`src/rtl/shift_seq_ctrl_if.sv`:
```
// Purpose: bundles the request, datapath-control and result signals of shift_seq_ctrl.
// Latency: none; this file holds only wiring.
// Backpressure: out_valid/out_ready handshake on the captured word; start is only honoured when idle.
interface shift_seq_ctrl_if #(
    parameter int WIDTH = 4
);
    logic             start;
    logic             abort;
    logic [WIDTH-1:0] sh_q;
    logic             out_ready;
    logic             sh_rst;
    logic             sh_en;
    logic             sh_clk_en;
    logic             busy;
    logic             out_valid;
    logic [WIDTH-1:0] out_data;
    logic             ovr;

    // requester / shift-register side
    modport master (
        output start, abort, sh_q, out_ready,
        input  sh_rst, sh_en, sh_clk_en, busy, out_valid, out_data, ovr
    );

    // controller side
    modport slave (
        input  start, abort, sh_q, out_ready,
        output sh_rst, sh_en, sh_clk_en, busy, out_valid, out_data, ovr
    );
endinterface

```
`src/rtl/shift_seq_ctrl.sv`:
```
// Purpose: sequences one WIDTH-bit shift (clear, DIV-prescaled ticks, capture) and presents the word; optional SHSEQ_OVERRUN_EN adds a sticky overrun flag.
// Latency: start sampled at edge 0 -> out_valid from cycle 3+WIDTH*DIV; abort returns to IDLE next cycle.
// Backpressure: word held in VALID with stable out_data until out_ready; start while busy is ignored.
module shift_seq_ctrl #(
    parameter int WIDTH = 4,
    parameter int DIV   = 2
) (
    input logic             clk,
    input logic             rst,
    shift_seq_ctrl_if.slave bus
);
    localparam int PW = (DIV > 1) ? $clog2(DIV) : 1;
    localparam int BW = $clog2(WIDTH);
    localparam logic [PW-1:0] PRE_LAST = PW'(DIV - 1);
    localparam logic [BW-1:0] BIT_LAST = BW'(WIDTH - 1);

    typedef enum logic [2:0] {
        IDLE    = 3'd0,
        CLEAR   = 3'd1,
        SHIFT   = 3'd2,
        CAPTURE = 3'd3,
        VALID   = 3'd4
    } state_t;

    state_t           state;
    state_t           state_nxt;
    logic [PW-1:0]    pre_cnt;
    logic [BW-1:0]    bit_cnt;
    logic             tick;
    logic [WIDTH-1:0] data_q;

    // Shift tick depends only on state and prescaler, never on inputs.
    assign tick = (state == SHIFT) && (pre_cnt == PRE_LAST);

    // State register.
    always_ff @(posedge clk or negedge rst) begin
        if (!rst) begin
            state <= IDLE;
        end else begin
            state <= state_nxt;
        end
    end

    // Next-state logic; abort overrides every other input.
    always_comb begin
        state_nxt = state;
        if (bus.abort) begin
            state_nxt = IDLE;
        end else begin
            case (state)
                IDLE:    if (bus.start) state_nxt = CLEAR;
                CLEAR:   state_nxt = SHIFT;
                SHIFT:   if (tick && (bit_cnt == BIT_LAST)) state_nxt = CAPTURE;
                CAPTURE: state_nxt = VALID;
                VALID:   if (bus.out_ready) state_nxt = IDLE;
                default: state_nxt = IDLE;
            endcase
        end
    end

    // Output decode from state (and prescaler through tick) only.
    always_comb begin
        bus.sh_rst    = 1'b0;
        bus.sh_en     = 1'b0;
        bus.sh_clk_en = 1'b0;
        bus.busy      = 1'b1;
        bus.out_valid = 1'b0;
        case (state)
            IDLE:    bus.busy = 1'b0;
            CLEAR:   bus.sh_rst = 1'b1;
            SHIFT: begin
                bus.sh_en     = 1'b1;
                bus.sh_clk_en = tick;
            end
            CAPTURE: bus.busy = 1'b1;
            VALID:   bus.out_valid = 1'b1;
            default: bus.busy = 1'b0;
        endcase
    end

    // Prescaler and bit counter only run in SHIFT; they sit at zero elsewhere, so CLEAR leaves them cleared.
    always_ff @(posedge clk or negedge rst) begin
        if (!rst) begin
            pre_cnt <= '0;
            bit_cnt <= '0;
        end else if (bus.abort || (state != SHIFT)) begin
            pre_cnt <= '0;
            bit_cnt <= '0;
        end else if (tick) begin
            pre_cnt <= '0;
            bit_cnt <= (bit_cnt == BIT_LAST) ? '0 : bit_cnt + 1'b1;
        end else begin
            pre_cnt <= pre_cnt + 1'b1;
        end
    end

    // Result word changes only when a CAPTURE cycle completes (an abort in that cycle keeps the old word).
    always_ff @(posedge clk or negedge rst) begin
        if (!rst) begin
            data_q <= '0;
        end else if ((state == CAPTURE) && !bus.abort) begin
            data_q <= bus.sh_q;
        end
    end

    assign bus.out_data = data_q;

`ifdef SHSEQ_OVERRUN_EN
    logic ovr_q;

    // Sticky flag for a start request that arrives while a word is in flight or unaccepted.
    always_ff @(posedge clk or negedge rst) begin
        if (!rst) begin
            ovr_q <= 1'b0;
        end else if (bus.abort) begin
            ovr_q <= 1'b0;
        end else if (bus.start && ((state == CLEAR) || (state == SHIFT) || (state == CAPTURE) ||
                                   ((state == VALID) && !bus.out_ready))) begin
            ovr_q <= 1'b1;
        end
    end

    assign bus.ovr = ovr_q;
`else
    assign bus.ovr = 1'b0;
`endif

endmodule

```
`src/flat_wrapper.sv`:
```
// flat-port wrapper written by rule: the top's interface ports become plain ports
module shift_seq_ctrl_flat 
#(
    parameter int WIDTH = 4,
    parameter int DIV   = 2
)
  (clk, rst, bus_start, bus_abort, bus_sh_q, bus_out_ready, bus_sh_rst, bus_sh_en, bus_sh_clk_en, bus_busy, bus_out_valid, bus_out_data, bus_ovr);
  shift_seq_ctrl_if #(.WIDTH(WIDTH)) bus_i ();
  input logic clk;
  input logic rst;
  input wire logic [$bits(bus_i.start)-1:0] bus_start;
  input wire logic [$bits(bus_i.abort)-1:0] bus_abort;
  input wire logic [$bits(bus_i.sh_q)-1:0] bus_sh_q;
  input wire logic [$bits(bus_i.out_ready)-1:0] bus_out_ready;
  output wire logic [$bits(bus_i.sh_rst)-1:0] bus_sh_rst;
  output wire logic [$bits(bus_i.sh_en)-1:0] bus_sh_en;
  output wire logic [$bits(bus_i.sh_clk_en)-1:0] bus_sh_clk_en;
  output wire logic [$bits(bus_i.busy)-1:0] bus_busy;
  output wire logic [$bits(bus_i.out_valid)-1:0] bus_out_valid;
  output wire logic [$bits(bus_i.out_data)-1:0] bus_out_data;
  output wire logic [$bits(bus_i.ovr)-1:0] bus_ovr;
  assign bus_i.start = bus_start;
  assign bus_i.abort = bus_abort;
  assign bus_i.sh_q = bus_sh_q;
  assign bus_i.out_ready = bus_out_ready;
  assign bus_sh_rst = bus_i.sh_rst;
  assign bus_sh_en = bus_i.sh_en;
  assign bus_sh_clk_en = bus_i.sh_clk_en;
  assign bus_busy = bus_i.busy;
  assign bus_out_valid = bus_i.out_valid;
  assign bus_out_data = bus_i.out_data;
  assign bus_ovr = bus_i.ovr;
  shift_seq_ctrl #(.WIDTH(WIDTH), .DIV(DIV)) u_core (.clk(clk), .rst(rst), .bus(bus_i));
endmodule
```
`config.mk`:
```
export PLATFORM = sky130hd
export DESIGN_NAME = shift_seq_ctrl_flat
export DESIGN_NICKNAME = d
export VERILOG_FILES = /design/src/rtl/shift_seq_ctrl_if.sv /design/src/rtl/shift_seq_ctrl.sv /design/src/flat_wrapper.sv
export SDC_FILE = /design/constraint.sdc
export NUM_CORES = 1
export LEC_CHECK = 0
export CAP_MARGIN = 20
export CELL_PAD_IN_SITES_DETAIL_PLACEMENT = 1
export CELL_PAD_IN_SITES_GLOBAL_PLACEMENT = 2
export CORE_MARGIN = 8
export CORE_UTILIZATION = 25
export DETAILED_ROUTE_END_ITERATION = 6
export MAX_ROUTING_LAYER = met4
export PLACE_DENSITY = 0.71
export SLEW_MARGIN = 30
export SYNTH_ARGS = -nofsm -noshare
export SYNTH_HDL_FRONTEND = slang
export SYNTH_SLANG_ARGS = --single-unit
```
`constraint.sdc`:
```
create_clock -name clk -period 1.6 [get_ports clk]
set_clock_uncertainty 0.05 [all_clocks]
set_input_delay 0.16 -clock clk [delete_from_list [all_inputs] [get_ports clk]]
set_output_delay 0.16 -clock clk [all_outputs]
set_load 0.03 [all_outputs]
```
---- Word level (Yosys, flattened, before mapping) ----
Cells that the tools add are included.
Widths: inputs -> output; s select.
cells by class
  $add $sub $neg .......................... 2
  equal/unequal tests ..................... 9
  muxes and demuxes ....................... 15
  reductions and logical operators ........ 9
operators with widths
  kind                 count
  $pmux 3 s5           1
  $mux 3               4
  $ne 3x3->1 const B   3
  $mux 1               7
  $eq 3x2->1 const B   2
  $mux 2               3
  $reduce_or 4->1      1
  $eq 3x1->1 const B   1
  $eq 3x3->1 const B   1
  $logic_and 1x1->1    3
  $logic_not 3->1      1
  $ne 3x2->1 const B   1
  $reduce_and 3->1     1
  $add 2x1->2 const B  1
  $eq 2x2->1 const B   1
  $reduce_bool 2->1    1
  $add 1x1->1 const B  1
  $logic_not 1->1      1
  $logic_or 1x1->1     1
storage, ports and cells
  register bits ........................... 10
  input port bits ......................... 9
  output and inout port bits .............. 10

---- Longest topological paths before layout ----
  depth in word-level cells ............... 6
  depth in mapped cells ................... 3

---- Worst setup path before layout ----
OpenSTA, ideal clock, no wires.
  path kind ............................... register -> output
  from .................................... register u_core.state[0]
  to ...................................... output bus_sh_clk_en
  arrival ................................. 1344 ps
  slack ................................... 46 ps
  cell stages (with the launch flop) ...... 3
  cell sequence ........................... dfrtp_1 > nand2b_1 > nor3b_1
on the way
  cells in the longest elaborated chain, start to end .. 3
RTL lines
  what                      line                                        text
  start: declaration        shift_seq_ctrl.sv:25                        state_t state;
  start signal: assignment  shift_seq_ctrl.sv:40                        state <= state_nxt;
  $eq 3x2->1 (*)            shift_seq_ctrl.sv:33, shift_seq_ctrl.sv:68
  $logic_and 1x1->1         shift_seq_ctrl.sv:33                        assign tick = (state == SHIFT) && (pre_cnt == PRE_LAST);
  $mux 1 (*)                shift_seq_ctrl.sv:68                        case (state)
  end: declaration          flat_wrapper.sv:17                          output wire logic [$bits(bus_i.sh_clk_en)-1:0] bus_sh_clk_en;
Every way passes the cells marked *; elsewhere a longest branch is shown, timed or not.

---- Final worst setup path ----
  from .................................... register u_core.data_q[3], in the netlist u_core.bus.out_data[3]
  to ...................................... output bus_out_data[3]
RTL lines
  what                      line                   text
  start: declaration        shift_seq_ctrl.sv:30   logic [WIDTH-1:0] data_q;
  start signal: assignment  shift_seq_ctrl.sv:102  data_q <= bus.sh_q;
  end: declaration          flat_wrapper.sv:20     output wire logic [$bits(bus_i.out_data)-1:0] bus_out_data;
No word-level cell between the ends.

==> impl_results.md <==
- Period minus WS final: 1.507 ns
- Number of warnings issued by yosys: 0
- Max stage delay cell, worst path: clkdlybuf4s50_1
- Setup TNS: 0 ns
- Reg2Reg Setup Slack: 0.25 ns
- Worst Path Arrival: 1.30 ns
- Max cap viols: 0
- Worst-Margin Slew: approximately 0.47 ns
- Sequential fraction of the synthesis area: 0.5102
- Post-synthesis cell type count: 20
- Tcrit/Tclk final: 0.9418
- HP Class: input port to asynchronous set/reset pin
- Vias in the first global route: 454
- Fmax: 663.6 MHz
- ANT cells: 0
- Num CTS Buffers: 3
- Design area: about 750 µm²
- Post-DP HPWL: between 900 and 1000 µm
- Setup bufs post-CTS: 0
- First-pass GRT wire length: 2070 µm
- R2R Path Start: u_core.state[1]$_DFFE_PN0P_
- Top-area cell type share of the netlist area: 0.5102
- Worst-Skew Late Latency: 0.27 ns
- Clk slew on worst S/H paths: 0.07 ns
- Initial Utilization: 0.2579
- Fin cells: 91
- Final Hold Viols: 0
- All-layer global routing usage: 0.08244
- Slew headroom: 0.6788
- Tot Pwr: 0.0007579 W
- Synth-to-layout area growth: 52.30%
- Synth area leaders: dfrtp_1, mux2_2, nand2b_1, nor2_1, and4bb_4
- CTS tree: done
- DRC viols: 0
- WP buf/inv: 1
- # setup viols final: 0
- Cell area power density: 1015 mW/mm²
- Clock Tree Root: clkbuf_4
- Router iterations before antenna repair: 2
- Site Rows: 16
- CP Class: flop to primary output
- Crit path largest cell delay: between 0.6 and 0.7 ns
- Die height: 60.30 µm
- Layout cells sized above 1: 0.3750
- Placed cells: 87
- Core Footprint: between 0.0015 and 0.002 mm²
- I/O Buffers: 17
- Worst r2r dst: u_core.bus.out_data[3]$_DFFE_PN0P_
- Total grt overflow: 0
- Post-Synthesis Cells: 40
- Largest area contributor in the netlist: dfrtp_1
- Fin. max-slew vios: 0
- Synthesized area: between 400 and 500 µm²
- Initial antenna violation count: 0
- Crit-path max FO: 2
- VDD IR-drop max: 0.0004685 V
- Cell Area, Placed: 705.7 µm²
- Via density: 4.231
- Synth Register Bits: 10
- Largest net degree at the start of global routing: 11
- Total wire length: 1192 µm
- Leading cell type in the layout, fill and taps excluded: clkdlybuf4s50_1
- CTS max path bufs: 2
- Cts hold-fix bufs: 0
- Die footprint: ~0.0036 mm²
- Worst path top cell family by delay: buffers and inverters
- Die W: 60.30 µm
- Final ANT Viol Nets: 0
- Hold WS: 0.1705 ns
- CP cell instances: clkdlybuf4s50_1
- P_leak: 0.3385 nW
- DR WL/cell: 13.10 µm
- Worst setup SP type: flop
- Number of H-tree levels: 1
- Most frequent cells in the layout: clkdlybuf4s50_1, dfrtp_1, buf_4
- Syn Area/Cell: approximately 12 µm²
- FF-to-FF path depth: 3
- I/O pin count: 19
- Element type at the critical path end: primary output
- Gpl congestion: 0.7732
- Detailed Route Iter0 Violations: 1
- RSZ-0062 raised after global routing: no
- Status: complete, no violations
- Vias: 385
- Worst EP required: between 1 and 1.5 ns
- CTS Sinks: 10
- Syn_nets: 50
- Number of nets in the layout: 75
[routing by layer]
metal / share of wire / vias to the layer above / GRT usage
met4: 0.023 / 0 / 0.07143
met1: 0.47 / 178 / 0.08813
met5: 0 / - / -
met3: 0.068 / 2 / 0.03226
met2: 0.44 / 18 / 0.1159
li1: - / 187 / -
[report_power, final]
part / switching (W) / total [W] / internal, W
registers: 0.0000184 / 0.000302 / 0.000284
clock network: 0.0000918 / 0.000230 / 0.000138
logic: 0.000118 / 0.000226 / 0.000108
[area by class of cell]
cell class / count / area (µm²)
repair buffers: 22 / 195.2
flip-flops and latches: 10 / 250.2
well taps: 27 / 33.78
clock buffers: 4 / 36.28
fillers: 224 / 1155
multi-input cells: 28 / 231.5
[worst max-delay path by stage]
stage / cells after the start / startpoint / endpoint
CTS: 3 / u_core.state[1]$_DFFE_PN0P_ / bus_sh_rst
global placement: 3 / u_core.state[1]$_DFFE_PN0P_ / bus_sh_rst
detailed placement: 3 / u_core.state[1]$_DFFE_PN0P_ / bus_sh_rst
finish: 1 / u_core.bus.out_data[3]$_DFFE_PN0P_ / bus_out_data[3]
global route: 4 / u_core.state[0]$_DFFE_PN0P_ / bus_sh_clk_en
floorplan: 2 / u_core.state[0]$_DFFE_PN0P_ / bus_sh_clk_en
[sequential cells by signal, indices dropped and copies added, names as in the netlist]
signal,count
u_core.bus.out_data,4
u_core.state,3
u_core.bit_cnt,2
u_core.pre_cnt,1
[metrics by stage]
stage	setup slack [ns]	utilization
6_report	0.09312	0.3928
5_1_grt	0.009191	0.3928
4_1_cts	0.01123	0.3888
3_5_place_dp	0.03555	0.3711
3_3_place_gp	0.05091	0.3711
2_1_floorplan	0.04575	-
[what timing repair did]
action                     in CTS  in global routing
resized for setup               2                  5
setup endpoints to repair       2                  4
hold endpoints to repair        0                  0
pin swaps                       0                  0
[cells in the mapped netlist]
| master | number |
|---|---|
| or3b_2 | 1 |
| a21o_1 | 1 |
| a21oi_2 | 1 |
| a211oi_1 | 1 |
| ha_1 | 1 |
| buf_4 | 1 |
| and4bb_4 | 1 |
| conb_1 | 1 |
| nand2b_1 | 4 |
| nor3b_1 | 2 |
| buf_6 | 1 |
| mux2_2 | 4 |
| nand3_1 | 1 |
| dfrtp_1 | 10 |
| mux2i_1 | 1 |
| nor2_1 | 5 |
| xnor2_1 | 1 |
| nor2_2 | 1 |
| a2111oi_0 | 1 |
| or4b_4 | 1 |
[cells by family after synthesis]
logic type,share of synthesized area
multiplexers,0.1122
AND/OR/NAND/NOR,0.2219
XOR/XNOR,0.01786
AO/OA/AOI/OAI,0.06634
buffers and inverters,0.03827
flip-flops,0.5102
adder cells (fa/ha/maj),0.02551
other,0.007646
(Power assumes the default switching activity.)
